$ cat src/rtl/up_input_port.sv
// Enter/Switches input stage: synchroniser, debounce FSM, operand holding register.
// Define UPIN_OVERRUN_EN to drop overrun captures and flag them on a sticky Overrun.
module up_input_port #(
  parameter int DEBOUNCE_CYCLES = 2,
  parameter int CNT_W = 16
) (
  input  logic       CLOCK,
  input  logic       RESET,
  input  logic       Enter,
  input  logic [7:0] Switches,
  input  logic       Rd,
  output logic [7:0] Data,
  output logic       Valid,
  output logic       Overrun,
  output logic       Busy
);

  typedef enum logic [1:0] {
    IDLE,
    PRESS,
    HELD,
    RELEASE
  } state_t;

  localparam logic [CNT_W-1:0] LAST = CNT_W'(DEBOUNCE_CYCLES - 1);
  localparam logic [CNT_W-1:0] ONE_CNT = CNT_W'(1);
  localparam bit SINGLE = (DEBOUNCE_CYCLES == 1);

  state_t state, state_nx;
  logic [CNT_W-1:0] cnt, cnt_nx;
  logic sync1, enter_s;
  logic capture;

  always_ff @(posedge CLOCK or posedge RESET) begin
    if (RESET) begin
      sync1   <= 1'b0;
      enter_s <= 1'b0;
    end else begin
      sync1   <= Enter;
      enter_s <= sync1;
    end
  end

  always_ff @(posedge CLOCK or posedge RESET) begin
    if (RESET) begin
      state <= IDLE;
      cnt   <= '0;
    end else begin
      state <= state_nx;
      cnt   <= cnt_nx;
    end
  end

  // The FSM leaves PRESS/RELEASE on the threshold, so cnt never wraps.
  always_comb begin
    state_nx = state;
    cnt_nx   = cnt;
    capture  = 1'b0;
    unique case (state)
      IDLE: begin
        if (enter_s) begin
          cnt_nx = ONE_CNT;
          if (SINGLE) begin
            capture  = 1'b1;
            state_nx = HELD;
          end else begin
            state_nx = PRESS;
          end
        end
      end
      PRESS: begin
        if (!enter_s) begin
          state_nx = IDLE;
          cnt_nx   = '0;
        end else if (cnt == LAST) begin
          capture  = 1'b1;
          state_nx = HELD;
        end else begin
          cnt_nx = cnt + ONE_CNT;
        end
      end
      HELD: begin
        if (!enter_s) begin
          cnt_nx   = ONE_CNT;
          state_nx = SINGLE ? IDLE : RELEASE;
        end
      end
      RELEASE: begin
        if (enter_s) begin
          state_nx = HELD;
        end else if (cnt == LAST) begin
          state_nx = IDLE;
        end else begin
          cnt_nx = cnt + ONE_CNT;
        end
      end
      default: state_nx = IDLE;
    endcase
  end

  assign Busy = (state != IDLE);

`ifdef UPIN_OVERRUN_EN
  // A capture with Rd on the same edge replaces the consumed operand.
  always_ff @(posedge CLOCK or posedge RESET) begin
    if (RESET) begin
      Data    <= '0;
      Valid   <= 1'b0;
      Overrun <= 1'b0;
    end else begin
      if (capture && (!Valid || Rd)) begin
        Data  <= Switches;
        Valid <= 1'b1;
      end else if (Valid && Rd) begin
        Valid <= 1'b0;
      end
      if (capture && Valid && !Rd)
        Overrun <= 1'b1;
    end
  end
`else
  always_ff @(posedge CLOCK or posedge RESET) begin
    if (RESET) begin
      Data  <= '0;
      Valid <= 1'b0;
    end else begin
      if (capture) begin
        Data  <= Switches;
        Valid <= 1'b1;
      end else if (Valid && Rd) begin
        Valid <= 1'b0;
      end
    end
  end

  assign Overrun = 1'b0;
`endif

endmodule

$ cat config.mk
export PLATFORM = sky130hd
export DESIGN_NAME = up_input_port
export DESIGN_NICKNAME = d
export VERILOG_FILES = /design/src/rtl/up_input_port.sv
export SDC_FILE = /design/constraint.sdc
export NUM_CORES = 1
export LEC_CHECK = 0
export BUFFER_PORTS_ARGS = -buffer_cell sky130_fd_sc_hd__buf_2
export CAP_MARGIN = 25
export CELL_PAD_IN_SITES_DETAIL_PLACEMENT = 2
export CELL_PAD_IN_SITES_GLOBAL_PLACEMENT = 2
export CORE_ASPECT_RATIO = 1.5
export CORE_MARGIN = 2
export CORE_UTILIZATION = 40
export CTS_BUF_LIST = sky130_fd_sc_hd__clkbuf_4 sky130_fd_sc_hd__clkbuf_8
export DETAILED_ROUTE_END_ITERATION = 8
export HOLD_SLACK_MARGIN = 0.15
export PLACE_DENSITY_LB_ADDON = 0.1
export SYNTH_ARGS = -nofsm -noshare
export SYNTH_HDL_FRONTEND = slang
export SYNTH_SLANG_ARGS = --single-unit
$ cat constraint.sdc
create_clock -name CLOCK -period 3.71 [get_ports CLOCK]
set_input_delay 1.113 -clock CLOCK [delete_from_list [all_inputs] [get_ports CLOCK]]
set_output_delay 1.113 -clock CLOCK [all_outputs]
set_load 0.1 [all_outputs]
==> results of run 1 <==
[per-layer routing]
layer  vias to the layer above  global-route usage
li1                        609                   -
met1                       661              0.2217
met2                        28              0.3952
met3                         8             0.05096
met4                         0             0.08537
met5                         -                   0
[state kept, by name (all words and copies together) (netlist names), named ones only]
register  cells
Valid         1
state         1
sync1         1
Data          8
cnt          16
enter_s       1
[cell usage in the layout (no fill, tap or decap), types with 4 or more instances in the layout]
master	n
nand2_1	12
inv_1	9
mux2_2	9
nor3_1	4
nand3_1	8
dfrtp_1	29
o21ai_0	8
a21oi_1	4
nor2_1	7
buf_2	21
a31oi_1	4
nor4_1	7
clkbuf_8	5
[cells by family (layout without fill, tap and decap cells)]
group	Yosys count	in the layout	synth area share
AOI/OAI and AO/OA	37	37	0.1689
xor gates and xnor gates	4	4	0.02210
adders and majority gates	2	2	0.01578
buffers and inverters	19	39	0.06550
DFF	29	29	0.4578
muxes	9	9	0.06393
other	1	1	0.002366
and+or+nand+nor	54	54	0.2036
[final timing paths]
check                      slack (ns)                  from             endpoint  depth (start not counted)
min in group asynchronous        0.90                 RESET   cnt[3]$_DFFE_PP0P_                          3
setup / recovery                 1.11  state[0]$_DFFE_PP0P_                 Busy                          2
hold / removal                   0.37       sync1$_DFF_PP0_    enter_s$_DFF_PP0_                          0
hold reg to reg                  0.37       sync1$_DFF_PP0_    enter_s$_DFF_PP0_                          0
max in group asynchronous        2.52                 RESET   cnt[1]$_DFFE_PP0P_                          3
setup reg to reg                 1.34    cnt[1]$_DFFE_PP0P_  Data[3]$_DFFE_PP0P_                          6
[power groups by stage]
stage | Sequential (mW) | Clock (mW) | Combinational, mW
3_5_place_dp | 0.481 | 0 | 0.833
3_3_place_gp | 0.472 | 0 | 0.802
5_1_grt | 0.490 | 0.297 | 0.877
2_1_floorplan | 0.790 | 0 | 0.374
4_1_cts | 0.476 | 0.281 | 0.835
6_report | 0.476 | 0.273 | 0.825
[stage by stage]
stage | util | total power, mW | hold WS (ns)
floorplan | - | 1.164 | 0.3312
global placement | 0.4331 | 1.274 | 0.3327
detailed placement | 0.4331 | 1.314 | 0.3616
CTS | 0.4566 | 1.593 | 0.3757
global route | 0.4566 | 1.663 | 0.3875
finish | 0.4566 | 1.574 | 0.3739
[worst register-to-register path, delay by kind of cell (launching register included)]
kind	cells	cell delay, ns
flip-flops	1	0.46
multiplexers	1	0.39
adder cells (fa/ha/maj)	1	0.16
buffers and inverters	1	0.11
AND/OR/NAND/NOR	3	1.13
[cell usage after synthesis (2+ instances only)]
cell      number  area share
ha_1           2       0.016
xnor2_1        2       0.011
dfrtp_1       29        0.46
and4_1         2       0.011
nor3_1         4       0.013
inv_1          9       0.021
clkbuf_1       2      0.0047
nor4_1         7       0.028
buf_4          2      0.0095
buf_2          2      0.0063
nor2_1         7       0.017
nand2b_1       2      0.0079
nand3_1        8       0.025
a21o_2         2       0.011
o22ai_1        2      0.0079
nand2_1       12       0.028
nand4_1        2      0.0079
o41ai_1        2       0.011
nor3b_1        2      0.0095
o211ai_1       2      0.0095
a31oi_1        4       0.016
a22o_1         3       0.017
mux2_2         9       0.064
xor2_1         2       0.011
buf_6          3       0.021
o21ai_0        8       0.025
a21oi_1        4       0.013
[cell type report]
type                       count  area, µm²  area share
multi-input combinational    107      755.7      0.4257
sequential                    29      725.7      0.4087
timing repair buffer          22      112.6     0.06343
clock buffer                   8      91.34     0.05144
tap                           45      56.30     0.03171
inverter                       9      33.78     0.01903
==> flow_summary_export.csv, run 1 <==
group,metric,value,unit
outcome,status,"finished clean",
synthesis,synth_seq_area_share,0.4578,
synthesis,async_flop_share,1.000,
synthesis,synthDistinctLibCells,47,
critical_path,end_kind,"primary output",
floorplan,start_util,0.4077,
power,power.clock.fraction,0.173,
route,antenna_left,0,
critical_path,cp_slowest_stage_delay,0.61,ns
route,wire_per_inst,19.07,µm
critical_path,worstPathBufferInverterCount,1,
clocking,cts.reportedPaths.clkPinSlew,0.06,ns
critical_path,critPathArrivalTime,1.48,ns
grt,grtUsageTotal,0.2096,
sta,achievable-frequency,385.1,MHz
clocking,worst_skew_pair.late_latency,0.28,ns
final_layout,final.fill_count,426,
critical_path,cpLargestDelayFamily,"flip-flops",
critical_path,path_cells,"or2_2 -> buf_2",
power,p_sw_frac,0.5387,
place,placement.cell_area,1684,µm²
power,p_sw,847.9,µW
final_layout,final_cell_count_no_fill,220,
sta,period_needed,2.597,ns
critical_path,cp_slowest_cell,"dfrtp_1",
synthesis,postSynthCellCount,155,
sta,postLayoutSetupSlackWorst,1.113,ns
place,placement.setup.worst_slack,1.323,ns
route,drtPass1Iterations,4,
sta,maxSlewViolCount,0,
final_layout,syn_to_final_growth,12.00,%
route,top_layer,"met4",
final_layout,cell_area_after_layout,1775,µm²
clocking,cts-buffers-inserted,5,
power,irDropWorstVdd,0.4836,mV
critical_path,critical_path_peak_fanout,13,
synthesis,syn-cell-area,1585,µm²
run,max_cap_violations,0,
place,place.detailed.hpwl,3022,µm
grt,grt.overflow.total,0,
synthesis,count_of_synthesis_stage_warnings_from_yosys,0,
route,drt_iter0_drc,12,
synthesis,synth_edf_count,0,
synthesis,syn_avg_cell_area,10.23,µm²
clocking,clockRootBuffer,"clkbuf_8",
critical_path,crit_required,2.60,ns
clocking,post_cts_resized,0,
grt,grt_first_pass_wirelength,7196,µm
power,power.sequential.fraction,0.303,
min_path,worst_min_delay_path_category,"flop to flop",
power,cell_internal_pwr,726.1,µW
clocking,ctsHoldBuffers,0,
grt,first_global_vias,1366,
power,total_leakage_power,0.7945,nW
clocking,total_clock_sinks,29,
route,wl_met3,149,µm
sta,timing.slew.headroom,0.5026,
floorplan,die_area,4493,µm²
sta,final.period_utilization,0.7000,
clocking,cts.path.max_buffers,2,
clocking,tritoncts,"done",
place,routabilityCongestion,0.8120,
sta,report.final.setup_viol,0,
power,share_comb_of_total_power,0.524,
route,post-route-drc-count,0,
critical_path,startpoint_type,"flop",
place,dpl.cell_count,212,
route,routedLengthMet1,1596,µm
power,power.density,886.5,nW/µm²
sta,setup_tns,0,ns
route,vias,1306,
floorplan,top_ports,23,
route,wl,4196,µm
grt,maximum_number_of_pins_on_one_net_before_global_route_repair,30,
floorplan,chipWidth,55.40,µm
clocking,max_h_tree_level,2,
synthesis,synth_nets,169,
sta,rsz0062_at_grt,"no",
synthesis,synth.ff_latch_count,29,
floorplan,die_y,81.10,µm
route,wl_met2,2367,µm
floorplan,core_area,3889,µm²
sta,timing_worst_slew_pin_value,0.7462,ns
place,place.port_buffers,21,
synthesis,postSynth.topFlopCell,"dfrtp_1",
floorplan,row_count,28,
final_layout,number_of_antenna_cells_inserted,0,
final_layout,layout-drive-gt1-share,0.2743,
critical_path,crit_type,"flop to primary output",
sta,final-hold-violation-count,0,
route,post_drt_via_cell_ratio,5.936,
grt,antenna_violations_before_repair,0,
sta,finalClockSkew,0.002661,ns
clocking,postCtsSetupRepairBufs,0,
final_layout,fin_nets,188,
No activity file was read; power rests on OpenSTA's default activity.
==> inputs of run 2 (changes only) <==
--- a/config.mk
+++ b/config.mk
@@ -11,7 +11,7 @@
 export CELL_PAD_IN_SITES_GLOBAL_PLACEMENT = 2
 export CORE_ASPECT_RATIO = 1.5
 export CORE_MARGIN = 2
-export CORE_UTILIZATION = 40
+export CORE_UTILIZATION = 34
 export CTS_BUF_LIST = sky130_fd_sc_hd__clkbuf_4 sky130_fd_sc_hd__clkbuf_8
 export DETAILED_ROUTE_END_ITERATION = 8
 export HOLD_SLACK_MARGIN = 0.15
==> constraint.sdc (replaced) <==
create_clock -name CLOCK -period 2.17 [get_ports CLOCK]
set_input_delay 0.651 -clock CLOCK [delete_from_list [all_inputs] [get_ports CLOCK]]
set_output_delay 0.651 -clock CLOCK [all_outputs]
set_load 0.1 [all_outputs]
==> run 2 against run 1 <==
Net effect:
- global-route usage shrank 1.8 points
- highest routed layer unchanged
- clock power rose by 85%
- clock-buffer cell count decreased by 1
- non-clock buffer count increased by 11
- power grew 80%
- core utilization fell by 4.1 points
- die area up 17%
- via count rose by 2.9%
- design area is 5.5% higher
==> flow_summary_export.csv, run 2 (same netlist as run 1, synthesis figures left out) <==
group,metric,value,unit
outcome,status,"finished clean",
grt,antenna_violations_before_repair,0,
critical_path,crit_required,2.34,ns
run,max_cap_violations,0,
critical_path,end_kind,"flop",
route,vias,1344,
sta,period_needed,2.001,ns
grt,maximum_number_of_pins_on_one_net_before_global_route_repair,30,
critical_path,cpLargestDelayFamily,"simple AND/OR/NAND/NOR gates",
critical_path,crit_type,"flop to flop",
final_layout,most_common_cell_after_layout_fill_and_taps_aside,"dfrtp_1",
min_path,timing.hold.worst.start,"sync1$_DFF_PP0_",
power,p_sw,1.483,mW
sta,maxSlewViolCount,0,
clocking,total_clock_sinks,29,
power,p_sw_frac,0.5243,
route,wl,4342,µm
sta,report.final.setup_viol,0,
sta,setup_tns,0,ns
critical_path,startpoint_type,"flop",
clocking,clockRootBuffer,"clkbuf_8",
floorplan,die_area,5236,µm²
clocking,worst_skew_pair.late_latency,0.29,ns
clocking,cts.reportedPaths.clkPinSlew,0.07,ns
grt,grt_first_pass_wirelength,7458,µm
min_path,worst_hold_path.endpoint,"enter_s$_DFF_PP0_",
route,antenna_left,0,
route,drt_iter0_drc,19,
floorplan,row_count,30,
final_layout,registers.top_by_ff_count,"cnt",
final_layout,largest_reg_flops,16,
sta,achievable-frequency,499.8,MHz
final_layout,syn_to_final_growth,18.15,%
place,place.detailed.hpwl,3273,µm
critical_path,worstPathBufferInverterCount,1,
sta,final-hold-violation-count,0,
critical_path,timing.reg2reg.worst_path_depth,6,
critical_path,cp_slowest_cell,"dfrtp_1",
final_layout,largest_registers,"cnt (16), Data (8)",
clocking,cts.path.max_buffers,2,
min_path,hold-path-cell-count,0,
power,power.sequential.fraction,0.270,
critical_path,cp_slowest_stage_delay,0.47,ns
route,drtPass1Iterations,4,
floorplan,top_ports,23,
final_layout,layout-drive-gt1-share,0.3226,
floorplan,die_y,87.63,µm
final_layout,number_of_antenna_cells_inserted,0,
power,irDropWorstVdd,0.3866,mV
critical_path,reg2reg_slack,0.17,ns
power,power.clock.fraction,0.178,
floorplan,start_util,0.3519,
floorplan,chipWidth,59.75,µm
sta,finalClockSkew,0.008812,ns
critical_path,worstReg2RegEnd,"Data[4]$_DFFE_PP0P_",
power,total_leakage_power,0.8540,nW
final_layout,layout.cells.most_common_list,"dfrtp_1, buf_2, nand2_1, buf_4",
critical_path,critical_path_peak_fanout,9,
sta,final.period_utilization,0.9221,
place,routabilityCongestion,0.7844,
sta,rsz0062_at_grt,"no",
min_path,worst_min_delay_path_category,"flop to flop",
clocking,cts-buffers-inserted,5,
grt,grt.overflow.total,0,
final_layout,fin_nets,199,
route,post-route-drc-count,0,
clocking,ctsHoldBuffers,0,
critical_path,critPathArrivalTime,2.17,ns
place,place.port_buffers,21,
clocking,max_h_tree_level,2,
final_layout,final.fill_count,526,
floorplan,core_area,4504,µm²
route,wire_per_inst,18.56,µm
clocking,tritoncts,"done",
power,share_comb_of_total_power,0.552,
grt,first_global_vias,1510,
route,post_drt_via_cell_ratio,5.744,
critical_path,worst_r2r_startpoint,"cnt[1]$_DFFE_PP0P_",
place,placement.cell_area,1770,µm²
power,power.density,1510,nW/µm²
power,cell_internal_pwr,1.345,mW
final_layout,cell_area_after_layout,1873,µm²
grt,grtUsageTotal,0.1913,
critical_path,path_cells,"inv_1 -> ha_1 -> nor3b_1 -> and4_1 -> and4b_2 -> mux2_2",
==> run 2: how the worst max path moves through the flow <==
stage / from / end / slack (ns) / cells after the start
floorplan: cnt[1]$_DFFE_PP0P_ / Data[0]$_DFFE_PP0P_ / 0.31 / 8
global placement: cnt[4]$_DFFE_PP0P_ / Data[5]$_DFFE_PP0P_ / 0.14 / 4
detailed placement: cnt[1]$_DFFE_PP0P_ / Data[6]$_DFFE_PP0P_ / 0.07 / 6
CTS: cnt[1]$_DFFE_PP0P_ / Data[4]$_DFFE_PP0P_ / 0.05 / 6
global route: cnt[1]$_DFFE_PP0P_ / Data[1]$_DFFE_PP0P_ / 0.03 / 6
finish: cnt[1]$_DFFE_PP0P_ / Data[4]$_DFFE_PP0P_ / 0.17 / 6
==> run 2: per-layer routing <==
layer / vias up / track usage / part of all wire
met1: 680 / 0.1974 / 0.39
li1: 628 / - / -
met5: - / 0 / 0
met3: 8 / 0.04136 / 0.033
met4: 0 / 0.08081 / 0.023
met2: 28 / 0.3577 / 0.55
==> run 2: final cells by class <==
class | count | area, µm² | area share
multi-input cells | 107 | 757.0 | 0.4041
flip-flops and latches | 29 | 725.7 | 0.3874
repair buffers | 33 | 195.2 | 0.1042
clock buffers | 7 | 96.34 | 0.05144
well taps | 48 | 60.06 | 0.03206
inverters | 9 | 33.78 | 0.01804
clock inverters | 1 | 5.005 | 0.002672
==> run 2: power by group through the flow <==
stage / Combinational [mW] / Sequential (mW) / Clock, mW
after detailed placement: 1.57 / 0.775 / 0
after floorplan: 0.639 / 1.35 / 0
after CTS: 1.57 / 0.767 / 0.521
final: 1.56 / 0.763 / 0.504
after global placement: 1.53 / 0.766 / 0
after global routing: 1.66 / 0.785 / 0.546
==> run 2: repair_timing <==
item	4_1_cts	5_1_grt
endpoints found under the setup margin	0	8
gates resized for setup	0	1
setup buffers	0	0
==> run 2: metrics by stage <==
stage / hold WS (ns) / util / std cells / power (mW) / setup slack (ns)
after global placement: 0.3346 / 0.3931 / 226 / 2.298 / 0.1431
final: 0.3512 / 0.4158 / 234 / 2.828 / 0.1691
after global routing: 0.3705 / 0.4158 / 234 / 2.994 / 0.03016
after CTS: 0.3525 / 0.4156 / 234 / 2.863 / 0.04521
after detailed placement: 0.3379 / 0.3931 / 226 / 2.346 / 0.07444
after floorplan: 0.3312 / - / 155 / 1.989 / 0.3137
